`config.mk`:
```
export PLATFORM = sky130hd
export DESIGN_NAME = uart_tx_arbiter
export DESIGN_NICKNAME = d
export VERILOG_FILES = /design/src/rtl/uart_tx_arb_pkg.sv /design/src/rtl/uart_rr_pick.sv /design/src/rtl/uart_tx_arbiter.sv
export SDC_FILE = /design/constraint.sdc
export NUM_CORES = 1
export LEC_CHECK = 0
export CAP_MARGIN = 20
export CORE_ASPECT_RATIO = 0.6
export CORE_MARGIN = 3
export CORE_UTILIZATION = 40
export CTS_BUF_LIST = sky130_fd_sc_hd__clkbuf_8
export CTS_CLUSTER_DIAMETER = 200
export DETAILED_ROUTE_END_ITERATION = 16
export HOLD_SLACK_MARGIN = 0.12
export PLACE_DENSITY = 0.73
export SLEW_MARGIN = 40
export SYNTH_ARGS = -nofsm -noshare
export SYNTH_HDL_FRONTEND = slang
export SYNTH_SLANG_ARGS = --single-unit
```
`constraint.sdc`:
```
create_clock -name clk -period 2.4 [get_ports clk]
set_input_delay 0.6 -clock clk [delete_from_list [all_inputs] [get_ports clk]]
set_output_delay 0.6 -clock clk [all_outputs]
set_load 0.01 [all_outputs]
```
`src/rtl/uart_tx_arb_pkg.sv`:
```
`default_nettype none
// ============================================================================
// uart_tx_arb_pkg: state encoding, tag prefix and width helper for uart_tx_arbiter
// Rev 1.0
// ============================================================================
package uart_tx_arb_pkg;

  localparam logic [2:0] ST_IDLE      = 3'd0;
  localparam logic [2:0] ST_TAG       = 3'd1;
  localparam logic [2:0] ST_LOAD      = 3'd2;
  localparam logic [2:0] ST_ISSUE     = 3'd3;
  localparam logic [2:0] ST_WAIT_ACK  = 3'd4;
  localparam logic [2:0] ST_WAIT_DONE = 3'd5;

  typedef enum logic [2:0] {
    S_IDLE      = ST_IDLE,
    S_TAG       = ST_TAG,
    S_LOAD      = ST_LOAD,
    S_ISSUE     = ST_ISSUE,
    S_WAIT_ACK  = ST_WAIT_ACK,
    S_WAIT_DONE = ST_WAIT_DONE
  } arb_state_e;

  localparam logic [7:0] TAG_PREFIX = 8'h80;

  function automatic int grant_width(input int num_req);
    return (num_req > 1) ? $clog2(num_req) : 1;
  endfunction

endpackage
`default_nettype wire

```
`src/rtl/uart_rr_pick.sv`:
```
`default_nettype none
// ============================================================================
// uart_rr_pick: round-robin winner, lowest valid index at or above rr_ptr (wrapping)
// Rev 1.0
// ============================================================================
module uart_rr_pick
  import uart_tx_arb_pkg::*;
#(
  parameter int NUM_REQ = 4,
  localparam int GW = grant_width(NUM_REQ)
) (
  input  logic [NUM_REQ-1:0] req_valid,
  input  logic [GW-1:0]      rr_ptr,
  output logic [GW-1:0]      winner,
  output logic               any
);

  int          idx;
  logic [GW-1:0] idx_w;

  // Scan from the farthest offset down so the nearest valid index wins last.
  always_comb begin
    winner = '0;
    idx    = 0;
    idx_w  = '0;
    for (int k = NUM_REQ - 1; k >= 0; k--) begin
      idx = int'(rr_ptr) + k;
      if (idx >= NUM_REQ) begin
        idx = idx - NUM_REQ;
      end
      idx_w = GW'(idx);
      if (req_valid[idx_w]) begin
        winner = idx_w;
      end
    end
  end

  assign any = |req_valid;

endmodule
`default_nettype wire

```
`src/rtl/uart_tx_arbiter.sv`:
```
`default_nettype none
// ============================================================================
// uart_tx_arbiter: round-robin, message-atomic sharing of one UART byte transmitter.
// Optional tag byte per message when UART_TX_ARB_TAG_EN is defined.  Rev 1.0
// ============================================================================
module uart_tx_arbiter
  import uart_tx_arb_pkg::*;
#(
  parameter int NUM_REQ      = 4,
  parameter int IDLE_TIMEOUT = 1024
) (
  input  logic                             clk,
  input  logic                             rst,
  input  logic [NUM_REQ-1:0]               req_valid,
  input  logic [NUM_REQ*8-1:0]             req_data,
  input  logic [NUM_REQ-1:0]               req_last,
  output logic [NUM_REQ-1:0]               req_ready,
  output logic [7:0]                       tx_data,
  output logic                             tx_valid,
  input  logic                             tx_busy,
  output logic [grant_width(NUM_REQ)-1:0]  grant_id,
  output logic                             arb_busy,
  output logic                             timeout_pulse
);

  localparam int              GW        = grant_width(NUM_REQ);
  localparam int              SW        = $clog2(IDLE_TIMEOUT);
  localparam logic [SW-1:0]   STALL_MAX = SW'(IDLE_TIMEOUT - 1);
  localparam logic [GW-1:0]   LAST_ID   = GW'(NUM_REQ - 1);

  arb_state_e    state_q, state_d;
  logic [GW-1:0] grant_id_q, grant_id_d;
  logic [GW-1:0] rr_ptr_q, rr_ptr_d;
  logic [7:0]    tx_data_q, tx_data_d;
  logic          last_q, last_d;
  logic [SW-1:0] stall_cnt_q, stall_cnt_d;
`ifdef UART_TX_ARB_TAG_EN
  logic          tag_phase_q, tag_phase_d;
`endif

  logic [GW-1:0] pick_winner;
  logic          pick_any;
  logic [GW-1:0] rr_after_grant;
  logic [7:0]    req_bytes [NUM_REQ];

  for (genvar g = 0; g < NUM_REQ; g++) begin : g_req_bytes
    assign req_bytes[g] = req_data[8*g +: 8];
  end

  uart_rr_pick #(
    .NUM_REQ (NUM_REQ)
  ) u_pick (
    .req_valid (req_valid),
    .rr_ptr    (rr_ptr_q),
    .winner    (pick_winner),
    .any       (pick_any)
  );

  assign rr_after_grant = (grant_id_q == LAST_ID) ? '0 : grant_id_q + GW'(1);

  always_comb begin
    state_d       = state_q;
    grant_id_d    = grant_id_q;
    rr_ptr_d      = rr_ptr_q;
    tx_data_d     = tx_data_q;
    last_d        = last_q;
    stall_cnt_d   = stall_cnt_q;
`ifdef UART_TX_ARB_TAG_EN
    tag_phase_d   = tag_phase_q;
`endif
    req_ready     = '0;
    timeout_pulse = 1'b0;

    case (state_q)
      S_IDLE: begin
        if (!tx_busy && pick_any) begin
          grant_id_d  = pick_winner;
          stall_cnt_d = '0;
`ifdef UART_TX_ARB_TAG_EN
          tag_phase_d = 1'b1;
          state_d     = S_TAG;
`else
          state_d     = S_LOAD;
`endif
        end
      end
`ifdef UART_TX_ARB_TAG_EN
      S_TAG: begin
        tx_data_d = TAG_PREFIX | 8'(grant_id_q);
        state_d   = S_ISSUE;
      end
`endif
      S_LOAD: begin
        // A byte arriving on the last stall cycle is still accepted.
        if (req_valid[grant_id_q]) begin
          req_ready[grant_id_q] = 1'b1;
          tx_data_d             = req_bytes[grant_id_q];
          last_d                = req_last[grant_id_q];
          state_d               = S_ISSUE;
        end else if (stall_cnt_q == STALL_MAX) begin
          timeout_pulse = 1'b1;
          rr_ptr_d      = rr_after_grant;
          state_d       = S_IDLE;
        end else begin
          stall_cnt_d = stall_cnt_q + SW'(1);
        end
      end
      S_ISSUE: begin
        state_d = S_WAIT_ACK;
      end
      S_WAIT_ACK: begin
        if (tx_busy) begin
          state_d = S_WAIT_DONE;
        end
      end
      S_WAIT_DONE: begin
        if (!tx_busy) begin
`ifdef UART_TX_ARB_TAG_EN
          if (tag_phase_q) begin
            tag_phase_d = 1'b0;
            stall_cnt_d = '0;
            state_d     = S_LOAD;
          end else
`endif
          if (last_q) begin
            rr_ptr_d = rr_after_grant;
            state_d  = S_IDLE;
          end else begin
            stall_cnt_d = '0;
            state_d     = S_LOAD;
          end
        end
      end
      default: begin
        state_d = S_IDLE;
      end
    endcase
  end

  always_ff @(posedge clk or posedge rst) begin
    if (rst) begin
      state_q     <= S_IDLE;
      grant_id_q  <= '0;
      rr_ptr_q    <= '0;
      tx_data_q   <= 8'h00;
      last_q      <= 1'b0;
      stall_cnt_q <= '0;
`ifdef UART_TX_ARB_TAG_EN
      tag_phase_q <= 1'b0;
`endif
    end else begin
      state_q     <= state_d;
      grant_id_q  <= grant_id_d;
      rr_ptr_q    <= rr_ptr_d;
      tx_data_q   <= tx_data_d;
      last_q      <= last_d;
      stall_cnt_q <= stall_cnt_d;
`ifdef UART_TX_ARB_TAG_EN
      tag_phase_q <= tag_phase_d;
`endif
    end
  end

  assign tx_data  = tx_data_q;
  assign tx_valid = (state_q == S_ISSUE);
  assign grant_id = grant_id_q;
  assign arb_busy = (state_q != S_IDLE);

endmodule
`default_nettype wire

```
==> results_dict.tcl <==
set metrics [dict create \
    seq_power_share_pct 29.1 \
    slew_headroom_pct 68.95 \
    synth_area_per_cell_um2 9.391 \
    p_int_mw 1.467 \
    pwr-share-comb_pct 55.3 \
    drive_above_1_share_pct 19.85 \
    synth_top_area_share_pct 38.07 \
    wl_met2_mm 2.060 \
    swShare_pct 37.51 \
    start_util_pct 44.15 \
    drt-pass1-iter-count 4 \
    crit_required_ns 1.80 \
    crit_slowest_cell "mux4_2" \
    pin_count 60 \
    final_common_cell "clkdlybuf4s50_1" \
    row_count 17 \
    track_usage_pct 19.48 \
    viasPerCell 5.310 \
    cts_buffers 3 \
    ys_ff_latch 26 \
    ir_drop_v 0.0005947 \
    grt_pass1_vias 1634 \
    ys_seq_area_share_pct 38.07 \
    p_per_area_nw_per_um2 903.4 \
    final_cell_mix "clkdlybuf4s50_1 (50), nand2_1 (37), dfrtp_1 (26), buf_4 (22), inv_1 (16)" \
    cts.sinks 26 \
    diodes 0 \
    start_kind "input port" \
    wl_met1_mm 2.376 \
    die_w_um 90.39 \
    drc 0 \
    status "finished, final reports clean" \
    cp_max_fo 3 \
    rsz0062_at_grt "no" \
    vias 1694 \
    post-route-cell-area_um2 2599 \
    top_layer_used "met4" \
    grt_pass1_wl_mm 7.983 \
    cts_buffer_depth 2 \
    postRouteAntennaNets 0 \
    synthArstFlopShare_pct 100.0 \
    wire_per_inst_um 14.97 \
    dr.first_iter.drc_count 140 \
    cts_tree "built" \
    netlist_area_um2 1709 \
    p_leak_nw 1.098 \
    netlist_instances 182 \
    synth_edf_count 0 \
    yosys.area.top_type "dfrtp_1" \
    dr_wl_met3_um 301 \
    worst_slew_pin_slew_ns 0.4615 \
    clock-root-buffer "clkbuf_8" \
    path_clk_slew_ns 0.09 \
    synth_nets 230 \
    place_hpwl_mm 3.777 \
    period_share_pct 97.69 \
    tns_ns 0 \
    clkLatencyLatePin_ns 0.27 \
    antenna_found_initial 0 \
    p_sw_uw 880.7 \
    grt_max_degree 27 \
    finalMaxSlewViolations 0 \
    period_minus_slack_ns 2.344 \
    place_congestion 0.9073 \
    max_stage_delay_ns 0.53 \
    finalHoldViolCount 0 \
    setup_viol 0 \
    worstPathCellList "clkdlybuf4s15_1, mux4_2, buf_6, and3_1, buf_2" \
    critPathKind "in -> out" \
    max_freq_mhz 426.5 \
    die_y_um 56.64 \
    synth_cell_types 38 \
    dpl_cell_area_um2 2507 \
    coreArea_um2 3871 \
    fin_nets 311 \
    dieArea_um2 5119 \
    syn_to_final_growth_pct 52.05 \
    routed_wl_mm 4.776 \
    grt-ovfl-total 0 \
    hold_class "reg -> reg" \
    cp.arrival_ns 1.74 \
    yosys_most_used_dff "dfrtp_1" \
    clock_skew_ns 0.005842 \
    yosys-top-cells-area "dfrtp_1 (38%), mux4_2 (13%), nand2_1 (8.1%)" \
    cap_violations 0 \
    clock_power_share_pct 15.6 \
    portBuffers 59 \
    end_kind "output port" \
    yosysWarnings 0 \
    cts_max_level 1 \
]
what timing repair did:
item / in CTS / in global routing
pin swaps: 1 / 0
cloned: 0 / 0
setup buffers: 2 / 0
hold buffers: 0 / 0
resized for setup: 30 / 3
endpoints found under the setup margin: 5 / 3
metrics by stage:
step           power, mW  utilization [%]  setup slack, ns  hold WS [ns]  std cells
2_1_floorplan      1.373                -           0.3114        0.4874        182
3_3_place_gp       1.927            64.77          -0.4407        0.4580        313
3_5_place_dp       1.961            64.77          -0.4631        0.4629        313
4_1_cts            2.362            67.19        0.0007524        0.4839        319
5_1_grt            2.515            67.13        0.0007651        0.5121        319
6_report           2.348            67.13          0.05551        0.4778        319
layer usage:
layer,global-route usage [%],vias to the layer above
met5,0,-
met4,3.268,0
met3,4.953,4
met2,29.30,49
met1,28.66,817
li1,-,824
cell families after synthesis:
| family | after synthesis | synth area share (%) |
|---|---|---|
| and+or+nand+nor | 82 | 24.82 |
| AOI/OAI and AO/OA | 32 | 12.59 |
| DFF | 26 | 38.07 |
| buffers and inverters | 23 | 5.198 |
| muxes | 14 | 15.67 |
| adders and majority gates | 5 | 3.660 |
flip-flops by register name, indices dropped and copies added, names as in the netlist:
register     cells
state_q          3
tx_data          8
last_q           1
grant_id         2
rr_ptr_q         2
stall_cnt_q     10
power groups by stage:
stage                     logic, mW  clock network, mW  registers (mW)
after CTS                      1.31              0.374           0.682
after detailed placement       1.27                  0           0.690
after global placement         1.24                  0           0.684
after floorplan               0.641                  0           0.732
final                          1.30              0.366           0.683
after global routing           1.42              0.392           0.703
cell type report:
type                    count  area [um^2]
inverters                  16        60.06
fillers                   343         1272
well taps                  57        71.32
repair buffers             83        765.7
clock inverters             1        30.03
multi-input cells         133        979.7
flip-flops and latches     26        650.6
clock buffers               3        41.29
worst max-delay path, delay by kind of cell:
| kind | cells | cell delay (ns) |
|---|---|---|
| mux | 1 | 0.53 |
| buf+inv | 3 | 0.45 |
| simple gates | 1 | 0.16 |
final timing paths:
kind / from / to / slack, ns / depth (start not counted)
max reg2reg: grant_id[0] / stall_cnt_q[8] / 0.29 / 6
max: req_valid[3] / req_ready[0] / 0.06 / 5
max in group asynchronous: rst / stall_cnt_q[9] / 1.44 / 3
min reg2reg: tx_data[0] / tx_data[0] / 0.48 / 2
min in group asynchronous: rst / tx_data[4] / 0.69 / 3
min: tx_data[0] / tx_data[0] / 0.48 / 2
synth_stat cells, types with 2 or more instances:
library cell  number
nand2_1           37
dfrtp_1           26
inv_1             16
a21oi_1           10
mux4_2            10
nand3_1            7
nor2_1             7
o21ai_0            7
ha_1               5
nand4_1            5
nor3_1             5
and3_1             4
clkbuf_1           3
nor3b_1            3
o211ai_1           3
or3_1              3
and2_1             2
buf_1              2
buf_2              2
mux2_2             2
mux2i_1            2
nor4_1             2
o21a_1             2
o221ai_1           2
o22ai_1            2
Power figures use the tool's default switching activity.
